`src/rtl/pwm_config_scheduler.sv`:
```
// Two-requester write arbiter in front of a 5-entry PWM/output configuration bank.
// Writes land in a shadow bank and reach the active bank immediately or at the next period start.
module pwm_config_scheduler #(
    parameter int CLK_DIV = 13,
    parameter int N_REGS  = 5
) (
    input  logic       clk,
    input  logic       rst_n,
    input  logic       a_req,
    input  logic [6:0] a_addr,
    input  logic [7:0] a_data,
    output logic       a_ack,
    input  logic       b_req,
    input  logic [6:0] b_addr,
    input  logic [7:0] b_data,
    output logic       b_ack,
    input  logic       commit_mode,
    output logic [7:0] en_reg_out_7_0,
    output logic [7:0] en_reg_out_15_8,
    output logic [7:0] en_reg_pwm_7_0,
    output logic [7:0] en_reg_pwm_15_8,
    output logic [7:0] pwm_duty_cycle,
    output logic [7:0] pwm_count,
    output logic       period_start,
    output logic       pending,
    output logic       addr_err
);

    typedef enum logic [1:0] {
        IDLE    = 2'd0,
        GRANT_A = 2'd1,
        GRANT_B = 2'd2
    } state_t;

    localparam int               DIV_W    = (CLK_DIV > 1) ? $clog2(CLK_DIV) : 1;
    localparam logic [DIV_W-1:0] DIV_LAST = DIV_W'(CLK_DIV - 1);
    localparam logic [6:0]       ADDR_LIM = 7'(N_REGS);

    state_t           state_q, state_d;
    logic             last_a_q, last_a_d;
    logic             a_ack_q, b_ack_q, addr_err_q, addr_err_d;
    logic             pending_q, pending_d;
    logic             grant_a_s, grant_b_s;
    logic             wr_en_s;
    logic [6:0]       wr_addr_s;
    logic [7:0]       wr_data_s;
    logic             period_start_s;
    logic [DIV_W-1:0] div_cnt_q, div_cnt_d;
    logic [7:0]       pwm_count_q, pwm_count_d;
    logic [7:0]       shadow_q [N_REGS];
    logic [7:0]       shadow_d [N_REGS];
    logic [7:0]       active_q [N_REGS];
    logic [7:0]       active_d [N_REGS];

    // Arbitration: round-robin on contention, favouring whoever was not granted last
    always_comb begin
        state_d   = IDLE;
        last_a_d  = last_a_q;
        grant_a_s = 1'b0;
        grant_b_s = 1'b0;
        case (state_q)
            IDLE: begin
                if (a_req && b_req) begin
                    if (last_a_q) begin
                        grant_b_s = 1'b1;
                    end else begin
                        grant_a_s = 1'b1;
                    end
                end else if (a_req) begin
                    grant_a_s = 1'b1;
                end else if (b_req) begin
                    grant_b_s = 1'b1;
                end else begin
                    grant_a_s = 1'b0;
                end
                if (grant_a_s) begin
                    state_d  = GRANT_A;
                    last_a_d = 1'b1;
                end else if (grant_b_s) begin
                    state_d  = GRANT_B;
                    last_a_d = 1'b0;
                end else begin
                    state_d  = IDLE;
                end
            end
            GRANT_A, GRANT_B: state_d = IDLE;
            default:          state_d = IDLE;
        endcase
        addr_err_d = (grant_a_s && (a_addr >= ADDR_LIM)) || (grant_b_s && (b_addr >= ADDR_LIM));
    end

    // Write port of the granted requester; its address/data are held stable until the ack ends
    always_comb begin
        wr_en_s   = 1'b0;
        wr_addr_s = 7'd0;
        wr_data_s = 8'd0;
        case (state_q)
            GRANT_A: begin
                wr_addr_s = a_addr;
                wr_data_s = a_data;
                wr_en_s   = (a_addr < ADDR_LIM);
            end
            GRANT_B: begin
                wr_addr_s = b_addr;
                wr_data_s = b_data;
                wr_en_s   = (b_addr < ADDR_LIM);
            end
            default: wr_en_s = 1'b0;
        endcase
    end

    // Free-running period timebase
    always_comb begin
        period_start_s = (div_cnt_q == {DIV_W{1'b0}}) && (pwm_count_q == 8'd0);
        if (div_cnt_q == DIV_LAST) begin
            div_cnt_d   = {DIV_W{1'b0}};
            pwm_count_d = pwm_count_q + 8'd1;
        end else begin
            div_cnt_d   = div_cnt_q + DIV_W'(1);
            pwm_count_d = pwm_count_q;
        end
    end

    // Shadow update and commit; while nothing is pending the shadow equals the active bank
    always_comb begin
        shadow_d  = shadow_q;
        active_d  = active_q;
        pending_d = pending_q;
        for (int i = 0; i < N_REGS; i++) begin
            if (wr_en_s && (wr_addr_s == 7'(i))) begin
                shadow_d[i] = wr_data_s;
            end else begin
                shadow_d[i] = shadow_q[i];
            end
        end
        if (!commit_mode) begin
            active_d  = shadow_d;
            pending_d = 1'b0;
        end else if (period_start_s && (pending_q || wr_en_s)) begin
            active_d  = shadow_d;
            pending_d = 1'b0;
        end else if (wr_en_s) begin
            pending_d = 1'b1;
        end else begin
            pending_d = pending_q;
        end
    end

    // State, bank and timebase registers
    always_ff @(posedge clk or negedge rst_n) begin
        if (!rst_n) begin
            state_q     <= IDLE;
            last_a_q    <= 1'b0;
            a_ack_q     <= 1'b0;
            b_ack_q     <= 1'b0;
            addr_err_q  <= 1'b0;
            pending_q   <= 1'b0;
            div_cnt_q   <= {DIV_W{1'b0}};
            pwm_count_q <= 8'd0;
            for (int i = 0; i < N_REGS; i++) begin
                shadow_q[i] <= 8'd0;
                active_q[i] <= 8'd0;
            end
        end else begin
            state_q     <= state_d;
            last_a_q    <= last_a_d;
            a_ack_q     <= grant_a_s;
            b_ack_q     <= grant_b_s;
            addr_err_q  <= addr_err_d;
            pending_q   <= pending_d;
            div_cnt_q   <= div_cnt_d;
            pwm_count_q <= pwm_count_d;
            shadow_q    <= shadow_d;
            active_q    <= active_d;
        end
    end

    assign a_ack           = a_ack_q;
    assign b_ack           = b_ack_q;
    assign addr_err        = addr_err_q;
    assign pending         = pending_q;
    assign pwm_count       = pwm_count_q;
    assign period_start    = period_start_s;
    assign en_reg_out_7_0  = active_q[0];
    assign en_reg_out_15_8 = active_q[1];
    assign en_reg_pwm_7_0  = active_q[2];
    assign en_reg_pwm_15_8 = active_q[3];
    assign pwm_duty_cycle  = active_q[4];

endmodule

```
`config.mk`:
```
export PLATFORM = sky130hd
export DESIGN_NAME = pwm_config_scheduler
export DESIGN_NICKNAME = d
export VERILOG_FILES = /design/src/rtl/pwm_config_scheduler.sv
export SDC_FILE = /design/constraint.sdc
export NUM_CORES = 1
export LEC_CHECK = 0
export CAP_MARGIN = 10
export CORE_MARGIN = 5
export CORE_UTILIZATION = 46
export CTS_CLUSTER_DIAMETER = 150
export CTS_CLUSTER_SIZE = 14
export DETAILED_ROUTE_END_ITERATION = 10
export PLACE_DENSITY = 0.75
export SYNTH_ARGS = -nofsm -noshare
export SYNTH_HDL_FRONTEND = slang
export SYNTH_SLANG_ARGS = --single-unit
export TNS_END_PERCENT = 20
```
`constraint.sdc`:
```
create_clock -name clk -period 2.24 [get_ports clk]
set_input_delay 0.672 -clock clk [delete_from_list [all_inputs] [get_ports clk]]
set_output_delay 0.672 -clock clk [all_outputs]
set_load 0.01 [all_outputs]
```
Yosys cells after proc, flatten, opt, wreduce, memory -nomap -nowiden

Cells that the tools add are included.

Add/sub/neg operators: 2
Order comparisons: 4
Equality and inequality tests: 9
Mux-type cells: 30
Reduce and logical (&&, ||, !) cells: 18

Operator list:

| operator            | number |
|---|---|
| $mux 40             | 2 |
| $mux 8              | 5 |
| $mux 1              | 16 |
| $pmux 8 s2          | 1 |
| $eq 7x2->1 const B  | 2 |
| $ge 7x3->1 const B  | 2 |
| $lt 7x3->1 const B  | 2 |
| $pmux 7 s2          | 1 |
| $logic_and 1x1->1   | 10 |
| $add 8x1->8 const B | 1 |
| $logic_not 8->1     | 1 |
| $eq 7x1->1 const B  | 1 |
| $eq 7x3->1 const B  | 1 |
| $logic_not 7->1     | 1 |
| $mux 2              | 3 |
| $add 4x1->4 const B | 1 |
| $eq 4x4->1 const B  | 1 |
| $logic_not 4->1     | 1 |
| $mux 4              | 1 |
| $ne 3x1->1 const B  | 1 |
| $eq 2x1->1 const B  | 1 |
| $eq 2x2->1 const B  | 1 |
| $logic_not 2->1     | 1 |
| $logic_or 1x1->1    | 2 |
| other kinds (4)     | 4 |

Register bits after elaboration: 99
Word-level logic and storage cells: 81

Depth between registers and ports, before layout

Gate-level depths: netlist of the first run.

Depth in word-level cells: 7
Gate-level depth with buffers: 10

Worst setup path before layout of the first run

OpenSTA, ideal clock, no wires.

Path kind: input to register
Start: input port b_addr[5]
End: register active_q, in the netlist en_reg_pwm_7_0[7]
Arrival time: 2.367 ns
Data required time: 2.115 ns
Path slack: -0.253 ns
Stages on the path: 6
Buffers on the path: 1
Path through: o31ai_1 -> o211ai_2 -> buf_2 -> nor3_4 -> mux2_2 -> mux2_4

RTL lines:

| element              | line | text |
|---|---|---|
| start, declared      | 14   | `input logic [6:0] b_addr,` |
| end signal, assigned | 174  | `active_q <= active_d;` |
| end, declared        | 52   | `logic [7:0] active_q [N_REGS];` |

==> reports/metrics.cfg, run 1 <==
[setup_path]
slowest_delay_ns = 0.44
slowest_stage = dfrtp_1
path_buf_inv = 3
critPathKind = flop to flop
arrival_ns = 2.54
critPathCaptureType = flop
required_ns = 2.49
setup.worst_path.start_class = flop
crit_chain = inv_2, buf_6, ha_4, o211ai_4, a2111oi_4, buf_6, mux2_4, mux2_4
cp_max_fo = 8
cp_top_family = multiplexers

[yosys]
ys_types = 46
yosysSeqAreaShare = 0.557
synth_edf_count = 0
synth_fp_nets = 362
synthArstFlopShare = 1.00
synth_ff_type = dfrtp_1
synth_warnings = 0
synth_area_per_cell_sq_um = 13.8
syn_inst = 320
syn_area_sq_um = 4410
synth-seq-cells = 98

[clock_network]
clock_latency_ns = 0.36
cts_max_path_buffers = 2
cts_buffers = 9
clkSinkCount = 98
cts_max_level = 3
root_buffer = clkbuf_8
cts_tree = built
clkTransAtPathRegs_ns = 0.10

[die]
die_area_sq_um = 11600
start_util = 0.475
coreArea_sq_um = 9280
rows = 35
dieHeight_um = 108
pin_count = 88
fp.dieW_um = 108

[run]
drv_cap = 0

[sta]
min_period_ns = 2.29
fin_ws_ns = -0.0535
rsz0062_at_grt = yes
slew_headroom = 0.718
skew_ns = 0.0116
worst_pin_slew_ns = 0.423
fin_crit_sh = 1.02
setup_viol = 19
hold_ws_ns = 0.230
finalHoldViolations = 0
finalMaxSlewViolations = 0
fmax_mhz = 436

[detailed_routing]
dr.first_iter.drc_count = 98
drc = 0
vias = 3194
wl_per_cell_um = 18.5
drt_pass1_iterations = 4
wl_um = 11400
viasPerCell = 5.19
postRouteAntennaNets = 0

[run_status]
violations = setup timing
outcome = finished with violations

[final_layout]
nNetsFinal = 524
antennaDiodeCount = 0
finalInstanceArea_sq_um = 6460
final_cells = 615
multi_input_area_sq_um = 2080
syn_to_final_growth_pct = 46.6
fillers = 649
ff_latch_area_sq_um = 2450
final_cell_mix = dfrtp_1, clkdlybuf4s50_1, mux2_4
drive_gt1_frac = 0.409
layout_commonest_cell = dfrtp_1

[hold_path]
holdCritPathClass = input pin to async pin

[placed_design]
placed_area_sq_um = 5820
place.port_buffers = 87
gp_congestion = 0.884
pre_cts_ws_ns = -0.768
place_inst = 579
dp_hpwl_um = 7660

[power_and_ir_drop]
total_power_uw = 5130
peakVddDrop_v = 0.000471
powerDensity_nw_per_um2 = 793
p_leak_uw = 0.00300

[grt]
antenna_found_initial = 0
grt_pass1_wl_um = 18100
grt_pass1_vias = 3507
grt_max_degree = 37
grt.overflow.total = 0
grt_use_total = 0.202

==> per-layer routing <==
layer	up-vias	track usage	wire length [um]
met1	1619	0.244	4690
met4	0	0.0902	289
li1	1482	-	-
met3	21	0.0264	313
met5	-	0	0
met2	72	0.360	6120
==> cell families after synthesis <==
family	after synthesis	share of synthesized area
multiplexers	64	0.190
buffers and inverters	23	0.0363
adder cells (fa/ha/maj)	7	0.0199
XOR/XNOR	8	0.0159
AND/OR/NAND/NOR	70	0.101
AO/OA/AOI/OAI	50	0.0801
flip-flops	98	0.557
==> synth_stat cells (all sizes together), types with 9 or more instances <==
cell	n	area, sq um
nor2	12	45.0
o31ai	9	67.6
nor4	10	83.8
inv	11	41.3
nand3	10	55.1
and2	10	65.1
nand2	14	52.6
mux2	64	837
buf	9	108
dfrtp	98	2450
a22o	9	78.8
a21oi	14	70.1
o21ai	10	50.0
==> through the flow <==
step                utilization  TNS, ns
floorplan                     -    -5.22
global placement          0.627   -45.72
detailed placement        0.627   -47.24
CTS                       0.681  -0.0642
global route              0.696    -2.44
finish                    0.696   -0.479
==> layout make-up <==
cell class	count	area share
flip-flops and latches	98	0.379
multi-input cells	199	0.322
repair buffers	163	0.239
well taps	129	0.0250
clock buffers	9	0.0192
clock inverters	6	0.00813
inverters	11	0.00639
==> path summary, 6_finish.rpt <==
kind,startpoint,cells past startpoint,to,slack (ns)
setup / recovery,state_q[0],8,en_reg_out_7_0[7],-0.05
hold / removal,rst_n,1,addr_err,0.23
setup reg to reg,state_q[0],8,en_reg_out_7_0[7],-0.05
hold reg to reg,shadow_q[27],1,shadow_q[27],0.50
max in group asynchronous,rst_n,2,shadow_q[19],1.46
min in group clk,shadow_q[27],1,shadow_q[27],0.50
==> timing repair <==
item                       in CTS  in global routing
setup buffers                  16                  6
pin swaps                      17                  8
cloned                          3                  0
gates resized for setup        80                 33
setup endpoints to repair      81                 41
hold buffers                    0                  0
==> report_power, final <==
part | total, uW | leakage [uW] | internal [uW] | switching (uW)
Clock | 1060 | 0.0000774 | 413 | 646
Sequential | 2240 | 0.00132 | 2080 | 164
Combinational | 1820 | 0.00160 | 1050 | 772
==> state kept, by name (all words and copies together) (netlist names), 2 cells and up <==
register,cells
state_q,2
shadow_q,40
en_reg_out_7_0,8
en_reg_pwm_15_8,8
pwm_duty_cycle,8
div_cnt_q,4
en_reg_pwm_7_0,8
pwm_count,8
en_reg_out_15_8,8
Power figures use the tool's default switching activity.
==> run 2: changes to the inputs <==
SLEW_MARGIN = 0   (was default)
==> results of run 2 <==
Same layout as run 1: the final DEF is identical, and so are final timing and power.
==> RTL change (settings of run 1) <==
Encoding of `state_t`: now one-hot (3 bits for 3 states).
--- a/src/rtl/pwm_config_scheduler.sv
+++ b/src/rtl/pwm_config_scheduler.sv
@@ -28,6 +28,6 @@
 
-    typedef enum logic [1:0] {
-        IDLE    = 2'd0,
-        GRANT_A = 2'd1,
-        GRANT_B = 2'd2
+    typedef enum logic [2:0] {
+        IDLE    = 3'b001,
+        GRANT_A = 3'b010,
+        GRANT_B = 3'b100
     } state_t;
Check against the original RTL: no difference found for any inputs over 4 cycles, from zero or initial values and one cycle with rst_n low; so few cycles prove little.
==> RTL change against run 1 <==
Utilization decreased by 2.9 points; setup slack improved by 0.095 ns; highest routed layer unchanged; critical path depth decreased by 1; clock skew increased by 0.0023 ns; maximum frequency increased by 4.3%; non-clock buffer count decreased by 13; routed wire length decreased by 5.5%; sequential cell count increased by 1; area after synthesis decreased by 3.1%; final area decreased by 5.6%; die area decreased by 2.8%; hold slack got worse by 0.077 ns.
Power is not compared: it rests on default switching activity, and its combinational part moved more than twofold at a synthesized area within 25%.
==> RTL change: results <==
[sta]
slew_headroom_pct = 72.2
skew_ns = 0.0138
fin_setup_tns_ns = 0

[synth]
synth_compound_area_share_pct = 12.7
synth_xor_area_share_pct = 1.64
synthMuxAreaShare_pct = 10.3
synth.distinct_cells = 42
synthesis.area_sq_mm = 0.00427
syn_nets = 395
synth_common_cells = dfrtp_1 (98), nor2_1 (28), nand3_1 (27)
synthAdderAreaFrac_pct = 1.17
async_flop_share_pct = 100

[finish]
area_delta_synth_final_pct = 43.0
fill_cells = 644
drive_above_1_share_pct = 28.4
nets = 537

[routing]
drtIter0Drc = 166
drtPass1Iterations = 4
wl_per_cell_um = 17.6
routed_via_density = 5.38

[outcome]
outcome = finished, final reports clean

[placement]
dp_hpwl_mm = 7.51
routabilityCongestion = 0.840

[critical_path]
timing.rr.start = state_q[0]
critPathLaunch = b_addr[2]
arrival_ns = 2.45

[global_routing]
grt_max_degree = 44
grt_pass1_wl_mm = 17.5
grtUsageTotal_pct = 19.5
grt_pass1_vias = 3435
==> RTL change: area by class of cell <==
cell class	instances	share of cell area [%]
clock buffers	9	2.03
clock inverters	7	1.68
well taps	111	2.28
inverters	14	0.861
flip-flops and latches	99	40.6
multi-input cells	224	30.1
repair buffers	150	22.4
==> RTL change: cell families (layout without fill, tap and decap cells) <==
kind of cell / Yosys count / in the layout
buffers and inverters: 33 / 180
muxes: 40 / 40
adders and majority gates: 4 / 4
and+or+nand+nor: 102 / 102
xor gates and xnor gates: 8 / 8
AOI/OAI and AO/OA: 70 / 70
DFF: 99 / 99
==> RTL change: worst max-delay path: stages <==
cell	delay, ns
dlygate4sd2_1	0.25
buf_4	0.14
a22o_4	0.26
a2111oi_4	0.32
buf_6	0.21
mux2_4	0.32
mux2_4	0.27
==> RTL change: stage by stage <==
step | hold WS [ns] | cell area, sq um | instances | total power [W] | setup WS (ns)
after floorplan | 0.376 | 4290 | 356 | 0.00233 | -0.263
after global placement | 0.460 | 5670 | 590 | 0.00273 | -0.717
after detailed placement | 0.470 | 5670 | 590 | 0.00275 | -0.744
after CTS | 0.139 | 6060 | 610 | 0.00405 | 0.000932
after global routing | 0.154 | 6100 | 614 | 0.00425 | -0.0291
final | 0.153 | 6100 | 614 | 0.00407 | 0.0420
==> RTL change: final timing paths <==
check	slack, ns	end	cells after the start
setup reg to reg	0.04	en_reg_out_7_0[1]	6
hold reg to reg	0.50	div_cnt_q[0]	1
min in group clk	0.50	div_cnt_q[0]	1
hold / removal	0.15	last_a_q	1
max in group asynchronous	1.52	en_reg_pwm_15_8[1]	2
setup / recovery	0.04	en_reg_out_7_0[1]	7
==> RTL change: power by group <==
part           switching [W]  internal [W]
clock               0.000699      0.000559
sequential         0.0000725       0.00189
combinational       0.000424      0.000425
total                0.00120       0.00288
==> RTL change: timing repair <==
| item | CTS | global route |
|---|---|---|
| pin swaps | 13 | 8 |
| buffers inserted | 4 | 4 |
| gates resized for setup | 65 | 13 |
| setup endpoints to repair | 74 | 37 |
==> RTL change: per-layer routing <==
layer	GRT usage, %	part of all wire (%)	vias to the layer above
met4	6.94	1.2	0
met3	3.22	4.3	10
met1	25.3	42	1651
li1	-	-	1563
met5	0	0	-
met2	33.1	52	81
